`src/rtl/csr_arb_pkg.sv`:
```
// Shared state encoding and constants for the two-master CSR arbiter.
package csr_arb_pkg;

    typedef enum logic [1:0] {
        IDLE   = 2'd0,
        GRANT0 = 2'd1,
        GRANT1 = 2'd2,
        ABORT  = 2'd3
    } arb_state_t;

    localparam logic [31:0] ABORT_READDATA = 32'hDEADBEEF;
    localparam int          CNT_W          = 10;

endpackage

```
`src/rtl/csr_arb_rr2.sv`:
```
// Two-way round-robin pick: returns the index of the master to grant.
module csr_arb_rr2 (
    input  logic [1:0] req,
    input  logic       last,
    output logic       grant
);

    // On a tie the master not served last wins; otherwise the lone requester.
    assign grant = (req == 2'b11) ? ~last : req[1];

endmodule

```
`src/rtl/csr_master_arbiter.sv`:
```
// Arbitrates two CSR masters onto one decoder slave port.
// Define CSR_ARB_TIMEOUT_EN to abort transfers stalled for TIMEOUT_CYCLES.
module csr_master_arbiter
    import csr_arb_pkg::*;
#(
    parameter int TIMEOUT_CYCLES = 1023
) (
    input  logic        csr_clk_clk,
    input  logic        csr_clk_reset_reset,
    input  logic [15:0] m0_address,
    input  logic        m0_read,
    input  logic        m0_write,
    input  logic [31:0] m0_writedata,
    output logic [31:0] m0_readdata,
    output logic        m0_waitrequest,
    input  logic [15:0] m1_address,
    input  logic        m1_read,
    input  logic        m1_write,
    input  logic [31:0] m1_writedata,
    output logic [31:0] m1_readdata,
    output logic        m1_waitrequest,
    output logic [15:0] dec_address,
    output logic        dec_read,
    output logic        dec_write,
    output logic [31:0] dec_writedata,
    input  logic [31:0] dec_readdata,
    input  logic        dec_waitrequest,
    output logic        timeout_flag,
    input  logic        timeout_clr
);

    arb_state_t r_state;
    arb_state_t w_state_next;
    logic       r_last;
    logic       r_gnt;
    logic       w_req0;
    logic       w_req1;
    logic       w_rr_grant;
    logic       w_sel_req;
    logic       w_sel_write;
    logic       w_done;
    logic       w_timeout_hit;

    assign w_req0      = m0_read | m0_write;
    assign w_req1      = m1_read | m1_write;
    assign w_sel_req   = r_gnt ? w_req1 : w_req0;
    assign w_sel_write = r_gnt ? m1_write : m0_write;

    csr_arb_rr2 u_rr2 (
        .req   ({w_req1, w_req0}),
        .last  (r_last),
        .grant (w_rr_grant)
    );

`ifdef CSR_ARB_TIMEOUT_EN
    logic [CNT_W-1:0] r_cnt;
    logic [CNT_W-1:0] w_cnt_inc;
    logic             r_timeout_flag;

    assign w_cnt_inc     = (r_cnt == {CNT_W{1'b1}}) ? r_cnt : r_cnt + CNT_W'(1);
    assign w_timeout_hit = dec_waitrequest && (w_cnt_inc == CNT_W'(TIMEOUT_CYCLES));
    assign timeout_flag  = r_timeout_flag;

    always_ff @(posedge csr_clk_clk) begin
        if (csr_clk_reset_reset) begin
            r_cnt          <= '0;
            r_timeout_flag <= 1'b0;
        end else begin
            if (r_state == IDLE)
                r_cnt <= '0;
            else if ((r_state == GRANT0 || r_state == GRANT1) && dec_waitrequest)
                r_cnt <= w_cnt_inc;

            // Setting on abort entry takes priority over a same-cycle clear.
            if (r_state != ABORT && w_state_next == ABORT)
                r_timeout_flag <= 1'b1;
            else if (timeout_clr)
                r_timeout_flag <= 1'b0;
        end
    end
`else
    logic w_unused;

    assign w_timeout_hit = 1'b0;
    assign timeout_flag  = 1'b0;
    assign w_unused      = timeout_clr | (TIMEOUT_CYCLES == 0);
`endif

    always_ff @(posedge csr_clk_clk) begin
        // NOTE: state registers use non-blocking assignments so every flop samples pre-edge values.
        if (csr_clk_reset_reset) begin
            r_state <= IDLE;
            r_last  <= 1'b1;
            r_gnt   <= 1'b0;
        end else begin
            r_state <= w_state_next;
            if (r_state == IDLE && (w_req0 || w_req1))
                r_gnt <= w_rr_grant;
            if (w_done)
                r_last <= r_gnt;
        end
    end

    always_comb begin
        // NOTE: every output gets a default first so no path leaves a latch behind.
        w_state_next   = r_state;
        w_done         = 1'b0;
        dec_address    = '0;
        dec_read       = 1'b0;
        dec_write      = 1'b0;
        dec_writedata  = '0;
        m0_waitrequest = 1'b1;
        m1_waitrequest = 1'b1;
        m0_readdata    = '0;
        m1_readdata    = '0;

        case (r_state)
            IDLE: begin
                if (w_req0 || w_req1)
                    w_state_next = w_rr_grant ? GRANT1 : GRANT0;
            end
            GRANT0, GRANT1: begin
                dec_address   = r_gnt ? m1_address : m0_address;
                dec_writedata = r_gnt ? m1_writedata : m0_writedata;
                dec_write     = w_sel_write;
                dec_read      = (r_gnt ? m1_read : m0_read) & ~w_sel_write;
                if (r_gnt) begin
                    m1_waitrequest = dec_waitrequest;
                    m1_readdata    = dec_readdata;
                end else begin
                    m0_waitrequest = dec_waitrequest;
                    m0_readdata    = dec_readdata;
                end

                if (!w_sel_req) begin
                    w_state_next = IDLE;
                end else if (!dec_waitrequest) begin
                    w_state_next = IDLE;
                    w_done       = 1'b1;
                end else if (w_timeout_hit) begin
                    w_state_next = ABORT;
                end
            end
            ABORT: begin
                if (r_gnt) begin
                    m1_waitrequest = 1'b0;
                    m1_readdata    = ABORT_READDATA;
                end else begin
                    m0_waitrequest = 1'b0;
                    m0_readdata    = ABORT_READDATA;
                end
                w_state_next = IDLE;
                w_done       = 1'b1;
            end
            default: w_state_next = IDLE;
        endcase
    end

endmodule

```
`config.mk`:
```
export PLATFORM = sky130hd
export DESIGN_NAME = csr_master_arbiter
export DESIGN_NICKNAME = d
export VERILOG_FILES = /design/src/rtl/csr_arb_pkg.sv /design/src/rtl/csr_arb_rr2.sv /design/src/rtl/csr_master_arbiter.sv
export SDC_FILE = /design/constraint.sdc
export NUM_CORES = 1
export LEC_CHECK = 0
export CORE_AREA = 2 2 98 100
export DETAILED_ROUTE_END_ITERATION = 7
export DIE_AREA = 0 0 100 102
export GPL_TIMING_DRIVEN = 0
export PLACE_DENSITY_LB_ADDON = 0.25
export SLEW_MARGIN = 20
export SYNTH_ARGS = -nofsm -noshare
export SYNTH_HDL_FRONTEND = slang
export SYNTH_HIERARCHICAL = 1
export SYNTH_SLANG_ARGS = --single-unit
```
`constraint.sdc`:
```
create_clock -name csr_clk_clk -period 4.96 [get_ports csr_clk_clk]
set_input_delay 0.992 -clock csr_clk_clk [delete_from_list [all_inputs] [get_ports csr_clk_clk]]
set_output_delay 0.992 -clock csr_clk_clk [all_outputs]
set_load 0.02 [all_outputs]
```
==> results.yml <==
run_status:
  status: "finished clean"
setup_path:
  r2r_cells: 5
  path_common_cell: "clkbuf_1"
  end_kind: "primary output"
  startpoint_type: "flop"
  cp_slowest_stage_delay_ns: 0.62
  cp.arrival_ns: 2.73
  cp_slowest_cell: "clkdlybuf4s50_1"
  critPathKind: "reg2out"
  path_depth: 7
  path_buf_inv: 4
  worstSetupEndpoint: "m1_readdata[20]"
  cp_top_family: "buffers and inverters"
  critical_path.cell_chain: "inv_1 -> ha_1 -> clkbuf_1 -> clkbuf_1 -> nand2_1 -> nor2_1 -> clkdlybuf4s50_1"
  r2r_slack_ns: 3.21
  rr_endpoint: "r_state[1]"
  cp-startpoint: "r_state[0]"
  cp_max_fo: 10
  crit_required_ns: 3.97
  timing.rr.start: "r_state[0]"
power:
  ir_drop_mv: 0.103
  power-per-cell-area_nw_per_um2: 183
  leakagePower_nw: 1.47
clocking:
  postCtsHoldBufs: 0
  postCtsSetupBuffers: 0
  cts_buffers: 3
  clkTransAtPathRegs_ns: 0.03
  ctsResizeCount: 0
  tritoncts: "yes"
  cts-root-buf: "clkbuf_8"
  cts_buffer_depth: 2
  numClockSinks: 4
  cts_max_level: 1
  insertion_delay_ns: 0.22
logic_synthesis:
  synth_fa_ha_area_share_pct: 2.26
  ys_warn_count: 6
  syn_area_per_cell_um2: 6.21
  syn_area_um2: 1660
  synth_most_common_cell: "nor2_1"
  yosys.area_share.simple_pct: 41.0
  muxShareOfSynthArea_pct: 29.6
  yosys.area.top_type: "mux2i_1"
  syn_nets: 406
  synth_top_family_by_area: "simple AND/OR/NAND/NOR gates"
  syn_inst: 267
  synth_compound_area_share_pct: 13.8
  yosys-top-cells-area: "mux2i_1, nor2b_1, nor2_1"
  ys.flop_type: "dfxtp_1"
  synth_commonest_cells: "nor2_1, nor2b_1, mux2i_1"
  synth-seq-cells: 4
  synthArstFlopShare_pct: 0
  ys_seq_area_share_pct: 4.83
  synth_top_area_share_pct: 29.6
  synth-xor-area-share_pct: 0
  synth_edf_count: 0
  synth_cell_types: 31
grt:
  grt_pass1_wl_um: 13800
  gr-usage-all-layers_pct: 16.8
  grt_antenna_before_repair: 0
  grt_max_degree: 11
  grt_pass1_vias: 2782
  gr-total-overflow: 0
timing:
  finalSetupViolCount: 0
  rsz0062_at_grt: "false"
  hold_slack_ns: 0.539
  slew_violations: 0
  max_freq_mhz: 269
  hold_violations: 0
  skew_ns: 0.00140
  relSlewSlack_pct: 65.1
  finalCritPeriodShare_pct: 75.0
  worst_slew_pin_slew_ns: 0.517
  finalSetupTns_ns: 0
  fin_crit_ns: 3.72
route:
  ant_nets: 0
  wl_per_cell_um: 15.1
  wl_um: 9510
  drc: 0
  drt_first_pass_iters: 4
  viasPerCell: 4.40
  drt_iter0_drc: 37
  vias: 2774
floorplan:
  dieHeight_um: 102
  ioPinCount: 253
  core-area_um2: 9110
  die-area_um2: 10200
  initial_core_util_pct: 18.2
  die_w_um: 100
  rows: 35
finish:
  fin_nets: 661
  antenna_cells: 0
  area_growth_pct: 162
  drive_above_1_share_pct: 3.46
placement:
  port_buffers: 250
  dpl.hpwl_um: 8100
  routabilityCongestion: 0.816
run:
  max_cap_violations: 0
worst_hold_path:
  hold_path.class: "reg2reg"
  hp-start: "r_state[1]"
-- layer usage --
| layer | vias to the layer above | GRT usage [%] | wire [µm] |
|---|---|---|---|
| met2 | 161 | 33.0 | 4840 |
| met3 | 15 | 6.22 | 1110 |
| met1 | 1217 | 16.3 | 3360 |
| met4 | 0 | 5.16 | 205 |
| met5 | - | 0 | 0 |
| li1 | 1381 | - | - |
-- report_power, final --
group	internal (W)	leakage [nW]	switching, W
clock	0.0000518	0.0216	0.0000181
combinational	0.000349	1.42	0.000336
sequential	0.0000359	0.0328	0.00000239
-- worst min-delay path, stage by stage (launching register included) --
cell	delay, ns
dfxtp_1	0.30
inv_1	0.09
o32ai_1	0.09
-- worst min path at each step --
stage,to,slack [ns],depth (start not counted)
6_report,r_state[1],0.54,2
2_1_floorplan,r_state[1],0.50,2
5_1_grt,r_state[1],0.58,2
3_5_place_dp,r_state[1],0.54,2
4_1_cts,r_state[1],0.55,2
3_3_place_gp,r_last,0.52,2
-- cells by family (layout without fill, tap and decap cells) --
logic type,after synthesis,in the layout
AO/OA/AOI/OAI,38,38
adder cells (fa/ha/maj),3,3
flip-flops,4,4
other,1,1
buffers and inverters,34,287
multiplexers,49,49
AND/OR/NAND/NOR,138,138
-- state kept, by name, indices dropped and copies added (netlist names) --
register and cells:
r_state 2, r_gnt 1, r_last 1
-- metrics by stage --
stage	total power (W)	worst slack [ns]	cell area, µm²	std cells	utilization [%]
after global placement	0.000723	1.46	4300	628	47.2
after floorplan	0.000385	2.30	1660	267	-
after detailed placement	0.000730	1.45	4300	628	47.2
after global routing	0.000853	1.02	4340	631	47.7
final	0.000793	1.24	4340	631	47.7
after CTS	0.000803	1.23	4340	631	47.7
-- cell usage in the layout (no fill, tap or decap) --
master / instances
nor2b_1: 50
o32a_1: 1
or4_4: 1
or2_2: 5
dfxtp_1: 4
buf_1: 2
clkbuf_1: 18
a32oi_1: 1
o21ai_0: 1
nor3_1: 1
buf_4: 1
ha_1: 3
nand2b_1: 2
o311ai_0: 1
nor2_1: 66
nand2_1: 10
o21bai_1: 1
buf_2: 6
nor3b_1: 1
a31oi_1: 1
and3_2: 1
a21boi_0: 1
inv_1: 7
o32ai_1: 2
nor4_1: 1
a21oi_1: 26
mux2i_1: 49
conb_1: 1
clkbuf_8: 3
o221ai_1: 1
o21a_1: 1
clkdlybuf4s50_1: 250
a21boi_2: 1
-- layout make-up --
type / instances / area [µm²]
Buffer: 27 / 113
Clock buffer: 3 / 41.3
Fill cell: 912 / 4770
Inverter: 7 / 26.3
Multi-Input combinational cell: 229 / 1440
Sequential cell: 4 / 80.1
Tap cell: 111 / 139
Timing Repair Buffer: 250 / 2500
Power figures use the tool's default switching activity.
